[src/rtl/fft_wb_addr_seq.sv]
// Write-back sequencer for the 16-point radix-4 FFT: serialises each butterfly result into four memory writes.
// Build option FFT_WB_NATURAL_ORDER_EN: stage-1 writes land in natural order instead of in-place.
module fft_wb_addr_seq #(
  parameter int DATA_W = 16
) (
  input  logic                clk,
  input  logic                rst_n,
  input  logic                start,
  input  logic                in_valid,
  output logic                in_ready,
  input  logic [2*DATA_W-1:0] in_a,
  input  logic [2*DATA_W-1:0] in_b,
  input  logic [2*DATA_W-1:0] in_c,
  input  logic [2*DATA_W-1:0] in_d,
  output logic                mem_we,
  output logic [3:0]          mem_waddr,
  output logic [2*DATA_W-1:0] mem_wdata,
  output logic                stage,
  output logic [1:0]          butterfly,
  output logic                busy,
  output logic                done
);

  typedef enum logic [1:0] {
    ST_IDLE,
    ST_WAIT,
    ST_WRITE,
    ST_DONE
  } state_e;

  state_e              state_q, state_d;
  logic                stage_q, stage_d;
  logic [1:0]          bfly_q, bfly_d;
  logic [1:0]          lane_q, lane_d;
  logic [2*DATA_W-1:0] buf_q [4];
  logic [2*DATA_W-1:0] buf_d [4];

  always_ff @(posedge clk or negedge rst_n) begin
    if (!rst_n) begin
      state_q <= ST_IDLE;
      stage_q <= 1'b0;
      bfly_q  <= 2'd0;
      lane_q  <= 2'd0;
      for (int i = 0; i < 4; i++) buf_q[i] <= '0;
    end else begin
      state_q <= state_d;
      stage_q <= stage_d;
      bfly_q  <= bfly_d;
      lane_q  <= lane_d;
      buf_q   <= buf_d;
    end
  end

  always_comb begin
    state_d   = state_q;
    stage_d   = stage_q;
    bfly_d    = bfly_q;
    lane_d    = lane_q;
    buf_d     = buf_q;
    in_ready  = 1'b0;
    mem_we    = 1'b0;
    mem_waddr = 4'd0;
    mem_wdata = '0;
    busy      = (state_q != ST_IDLE);
    done      = 1'b0;

    case (state_q)
      ST_IDLE: begin
        if (start) begin
          state_d = ST_WAIT;
          stage_d = 1'b0;
          bfly_d  = 2'd0;
          lane_d  = 2'd0;
        end
      end

      ST_WAIT: begin
        in_ready = 1'b1;
        if (in_valid) begin
          buf_d[0] = in_a;
          buf_d[1] = in_b;
          buf_d[2] = in_c;
          buf_d[3] = in_d;
          lane_d   = 2'd0;
          state_d  = ST_WRITE;
        end
      end

      ST_WRITE: begin
        mem_we    = 1'b1;
        mem_wdata = buf_q[lane_q];
        // Stage 0 strides by 4 across lanes; stage 1 is either contiguous (in-place) or strided (natural order).
`ifdef FFT_WB_NATURAL_ORDER_EN
        mem_waddr = {lane_q, bfly_q};
`else
        mem_waddr = stage_q ? {bfly_q, lane_q} : {lane_q, bfly_q};
`endif
        lane_d = lane_q + 2'd1;
        if (lane_q == 2'd3) begin
          if (stage_q && (bfly_q == 2'd3)) begin
            state_d = ST_DONE;
          end else begin
            bfly_d  = bfly_q + 2'd1;
            if (bfly_q == 2'd3) stage_d = 1'b1;
            state_d = ST_WAIT;
          end
        end
      end

      ST_DONE: begin
        done    = 1'b1;
        state_d = ST_IDLE;
      end

      default: state_d = ST_IDLE;
    endcase
  end

  assign stage     = stage_q;
  assign butterfly = bfly_q;

endmodule

[config.mk]
export PLATFORM = sky130hd
export DESIGN_NAME = fft_wb_addr_seq
export DESIGN_NICKNAME = d
export VERILOG_FILES = /design/src/rtl/fft_wb_addr_seq.sv
export SDC_FILE = /design/constraint.sdc
export NUM_CORES = 1
export LEC_CHECK = 0
export ABC_AREA = 1
export CORE_ASPECT_RATIO = 0.6
export CORE_MARGIN = 5
export CORE_UTILIZATION = 49
export CTS_BUF_LIST = sky130_fd_sc_hd__clkbuf_16
export DETAILED_ROUTE_END_ITERATION = 16
export PLACE_DENSITY = 0.93
export SYNTH_ARGS = -nofsm -noshare
export SYNTH_HDL_FRONTEND = slang
export SYNTH_SLANG_ARGS = --single-unit
[constraint.sdc]
create_clock -name clk -period 1.35 [get_ports clk]
set_input_delay 0.135 -clock clk [delete_from_list [all_inputs] [get_ports clk]]
set_output_delay 0.135 -clock clk [all_outputs]
set_load 0.005 [all_outputs]
==> summary.txt, run 1 <==
Logic synthesis
  • FF+latch count, synth: 135
  • Syn Nets: 1005
  • Post-synthesis sequential area ratio: 0.508
  • Largest cells by area after synthesis: dfrtp_1, nand2_1, nand3_1
  • Post-synth EDFFs: 0
  • Avg Synthesized Cell Area: between 7 and 8 um^2
  • Synth Area in Adders: 0.00377
  • Count leader, synth: nand2_1
  • Cell count after synthesis: 871
  • Unique masters post-synth: 17
  • Netlist Area Pre-Place: 6640 um^2
  • Synth Area in Simple Gates: 0.335
  • Asr flop ratio synth: 1.00
  • YS warnings: 0
  • Synth top area share: 0.508
  • Post-synthesis compound-gate area fraction: 0.0829
  • Post-Synth XOR/XNOR Area: 0
  • Largest family of logic cells by synthesized area: simple AND/OR/NAND/NOR gates
  • Area leader, netlist: dfrtp_1
  • Cell types with the highest counts after synthesis: nand2_1, dfrtp_1, nor2_1, nand3_1, o21ai_0
  • Main synth FF type: dfrtp_1
  • Mux share of post-synthesis cell area: 0

Floorplan
  • Die Wd: about 160 um
  • Starting Density: 0.509
  • Site Rows: 32
  • IO Pins: 175
  • Die Ht: 100 um

Clock network
  • Clk buf depth: 2
  • H-tree depth: 4
  • Clk sinks: 135
  • Root Driver: clkbuf_16
  • Num CTS Buffers: 17

Placement
  • HPWL after DPL: 14900 um
  • Final RePlAce weighted congestion: 0.898
  • Port Buffers: between 150 and 200
  • Pre-CTS setup slack: -0.477 ns
  • Placed cell areas: 8770 um^2

Global routing
  • Largest net degree at the start of global routing: just under 60

Outcome
  • Tool error: [ERROR DPL-0038] Utilization greater than 100%, impossible to legalize
  • Outcome: aborted with a tool error
  • Fail Step: global routing

Timing
  • Worst_ep grt: mem_wdata[22]
  • WEP type: output port
[kinds of logic after synthesis]
logic type | count (synthesis)
and+or+nand+nor | 546
AOI/OAI and AO/OA | 110
adders and majority gates | 2
DFF | 135
buffers and inverters | 78
[stage by stage]
step | TNS (ns) | cells | hold WS [ns]
after floorplan | 0 | 871 | -0.161
after global placement | -26.08 | 1201 | 0.0719
after detailed placement | -29.52 | 1201 | 0.0781
after CTS | -50.87 | 1326 | 0.124
[repair_timing]
action | in CTS
gates cloned | 38
hold buffers | 1
pin swaps | 114
setup endpoints to repair | 176
hold endpoints to repair | 78
resized for setup | 503
setup buffers | 54
==> run 2, diff against run 1 <==
==> config.mk (replaced) <==
export PLATFORM = sky130hd
export DESIGN_NAME = fft_wb_addr_seq
export DESIGN_NICKNAME = d
export VERILOG_FILES = /design/src/rtl/fft_wb_addr_seq.sv
export SDC_FILE = /design/constraint.sdc
export NUM_CORES = 1
export LEC_CHECK = 0
export ABC_AREA = 1
export CORE_MARGIN = 5
export CORE_UTILIZATION = 40
export DETAILED_ROUTE_END_ITERATION = 16
export PLACE_DENSITY_LB_ADDON = 0.15
export SYNTH_ARGS = -nofsm -noshare
export SYNTH_HDL_FRONTEND = slang
export SYNTH_SLANG_ARGS = --single-unit
==> summary.txt, run 2 <==
Floorplan
  • Die Ht: 139 um (+39%)
  • IO Pins: 175 (unchanged)
  • Site Rows: 47 (+47%)
  • DIE AREA: 19300 um^2
  • Starting Density: 0.403 (-0.106)
  • Die Wd: 139 um (-13%)
  • CORE AREA: ~16000 um^2

Hold path
  • Hold crit path type: primary input to async pin

Power
  • Leakage: 5.81 nW
  • Pwr/cell area: 2370 nW/um^2
  • Flop pwr share: 0.258
  • Tot Pwr: 31.1 mW
  • Max VDD drop: 0.00152 V
  • Switching Fraction: 0.417
  • Switching pwr: 13.0 mW
  • Internal power: 18.1 mW
  • Comb power frac: 0.572
  • Clock Power Share: 0.171

Timing
  • Unrepaired setup endpoints after global routing: true
  • Fmax: 0.485 GHz
  • Worst clock skew: 0.0129 ns
  • Setup TNS: -55.04 ns
  • Shortest period the worst path allows: 2.06 ns
  • Fin crit share: 1.53
  • Final setup viols: 175
  • Worst Tran Pin Value: 0.571 ns
  • Fin. max-slew vios: 0
  • Setup WS post-layout: -0.714 ns
  • Max-Slew Margin vs Limit: 0.620
  • Hold WS: 0.183 ns
  • Final Hold Viols: 0

Outcome
  • Outcome: finished with violations
  • Failing checks: negative setup slack

Logic synthesis
  • Count leader, synth: nand2_1
  • FF+latch count, synth: 135 (unchanged)
  • Synth top area share: 0.508 (unchanged)
  • Post-synth EDFFs: 0 (unchanged)
  • Post-synthesis sequential area ratio: 0.508 (unchanged)
  • Unique masters post-synth: 17 (unchanged)
  • Cell types with the highest counts after synthesis: nand2_1, dfrtp_1, nor2_1, nand3_1, o21ai_0
  • YS warnings: 0 (unchanged)
  • Main synth FF type: dfrtp_1
  • Syn Nets: 1005 (unchanged)
  • Cell count after synthesis: 871 (unchanged)
  • Area leader, netlist: dfrtp_1
  • Largest cells by area after synthesis: dfrtp_1, nand2_1, nand3_1
  • Avg Synthesized Cell Area: 7.63 um^2 (unchanged)
  • Asr flop ratio synth: 1.00 (unchanged)
  • Netlist Area Pre-Place: 6640 um^2 (unchanged)

Layout
  • Non-Filler Instances: 1384
  • Filler Cell Count: between 900 and 1000
  • Max reg flops: 128
  • Area growth syn-to-layout: 97.1%
  • Most common cell after layout, fill and taps aside: dfrtp_1
  • Area of the multi-input gates: around 4700 um^2
  • Nets: 1284
  • Most frequent cells in the layout: dfrtp_1, clkdlybuf4s50_1, nand2_2
  • Reg with most FFs: buf_q
  • Share of layout cells above drive strength 1: 0.540
  • Register area: 3380 um^2

Setup path
  • Cell Chain, Critical Path: buf_12 > buf_8 > buf_16 > nor2_1 > nor2_1 > o21ai_1 > a21oi_1 > buf_2
  • Critical path startpoint category: flip-flop
  • Slowest stage delay, CP: 0.44 ns
  • Crit end category: output pin
  • Max stage delay cell, worst path: dfrtp_2
  • Critical path required time: 1.22 ns
  • Worst EP arrival: ~1.9 ns
  • Worst Reg-to-Reg Cells: 11
  • Cell mode on critical path: nor2_1
  • CP Max Fanout: 8
  • Worst setup path class: flip-flop to output pin

Clock network
  • Clk sinks: 135 (unchanged)
  • Clock transition at path regs: ~0.060 ns
  • CTS tree: built
  • Clock latency on the worst-skew pair: 0.43 ns
  • Clk buf depth: 2 (unchanged)
  • Num CTS Buffers: 17 (unchanged)
  • Root Driver: clkbuf_16
  • H-tree depth: 4 (unchanged)

Drt
  • 1st-iter DRT viols: slightly below 600
  • Drt pass-1 iters: 6
  • Vias post-DR: 7646
  • Vias per cell: 5.52
  • Final wirelength: roughly 31000 um
  • Antenna Violating Nets Remaining: 0
  • DRC: 0
  • Routed len/inst: 22.5 um

Placement
  • Pre-CTS setup slack: -0.492 ns (-0.0154 ns)
  • # placed instances: 1257 (+4.7%)
  • Final RePlAce weighted congestion: 0.833 (-7.2%)
  • Port Buffers: 174 (unchanged)
  • HPWL after DPL: 15300 um (+2.5%)

Run
  • Maxcap violations: 0

Global routing
  • Global-route wire length before repair: ~46000 um
  • Largest net degree at the start of global routing: 42
  • Initial antenna violation count: 1
  • All-layer global routing usage: 0.305
  • Vias in the first global route: 8221
  • Global route overflow: 0
run 2: cell counts after synthesis:
No cell type changed its count.
run 2: final timing paths:
kind | slack [ns] | from | to
max in group asynchronous | 0.54 | rst_n | buf_q[39]$_DFFE_PN0P_
worst min-delay path | 0.18 | rst_n | buf_q[36]$_DFFE_PN0P_
worst min register to register | 0.49 | buf_q[120]$_DFFE_PN0P_ | buf_q[120]$_DFFE_PN0P_
min in group clk | 0.25 | in_c[26] | buf_q[58]$_DFFE_PN0P_
worst max register to register | -0.41 | state_q[0]$_DFFE_PN0P_ | buf_q[15]$_DFFE_PN0P_
worst max-delay path | -0.71 | lane_q[0]$_DFFE_PN0P_ | mem_wdata[27]
run 2: kinds of logic (layout without fill, tap and decap cells):
kind of cell             Yosys count  count (layout)  synth area share
other                              0               1                 0
buffers and inverters             78             370            0.0697
flip-flops                       135             135             0.508
AND/OR/NAND/NOR                  546             546             0.335
AO/OA/AOI/OAI                    110             110            0.0829
adder cells (fa/ha/maj)            2               2           0.00377
run 2: per-layer routing:
layer,track usage,part of all wire,up-vias
met5,0,0,-
met1,0.350,0.36,3731
met2,0.521,0.51,381
li1,-,-,3412
met3,0.0741,0.063,122
met4,0.173,0.064,0
run 2: power by group through the flow:
stage,logic [mW],registers [mW],clock network [mW]
final,17.8,8.01,5.30
after global routing,18.7,8.19,5.47
after CTS,15.9,7.41,5.25
after detailed placement,8.81,7.04,0
after global placement,8.65,7.01,0
after floorplan,5.25,6.67,0
run 2: final cells by class:
class / instances / area share
diodes: 1 / 0.000191
clock inverters: 13 / 0.0166
multi-input cells: 658 / 0.363
flip-flops and latches: 135 / 0.258
clock buffers: 19 / 0.0338
well taps: 220 / 0.0210
repair inverters: 1 / 0.000287
inverters: 12 / 0.00535
repair buffers: 325 / 0.302
run 2: what timing repair did:
item / 4_1_cts / 5_1_grt
hold buffers: 1 / 0
endpoints found under the setup margin: 175 / 176
cloned: 39 / 1
setup buffers: 69 / 25
pin swaps: 107 / 98
gates resized for setup: 571 / 323
endpoints found under the hold margin: 115 / 0
run 2: worst max-delay path, delay by kind of cell, from the launching register on:
kind	cells	cell delay [ns]
flops	1	0.44
simple gates	2	0.28
compound gates	2	0.18
buf+inv	4	0.58
run 2: stage by stage:
stage	area, um^2	utilization
after detailed placement	8930	0.542
after CTS	12500	0.757
final	13100	0.795
after global placement	8930	0.542
after floorplan	6640	-
after global routing	13100	0.795
(Power assumes the default switching activity.)
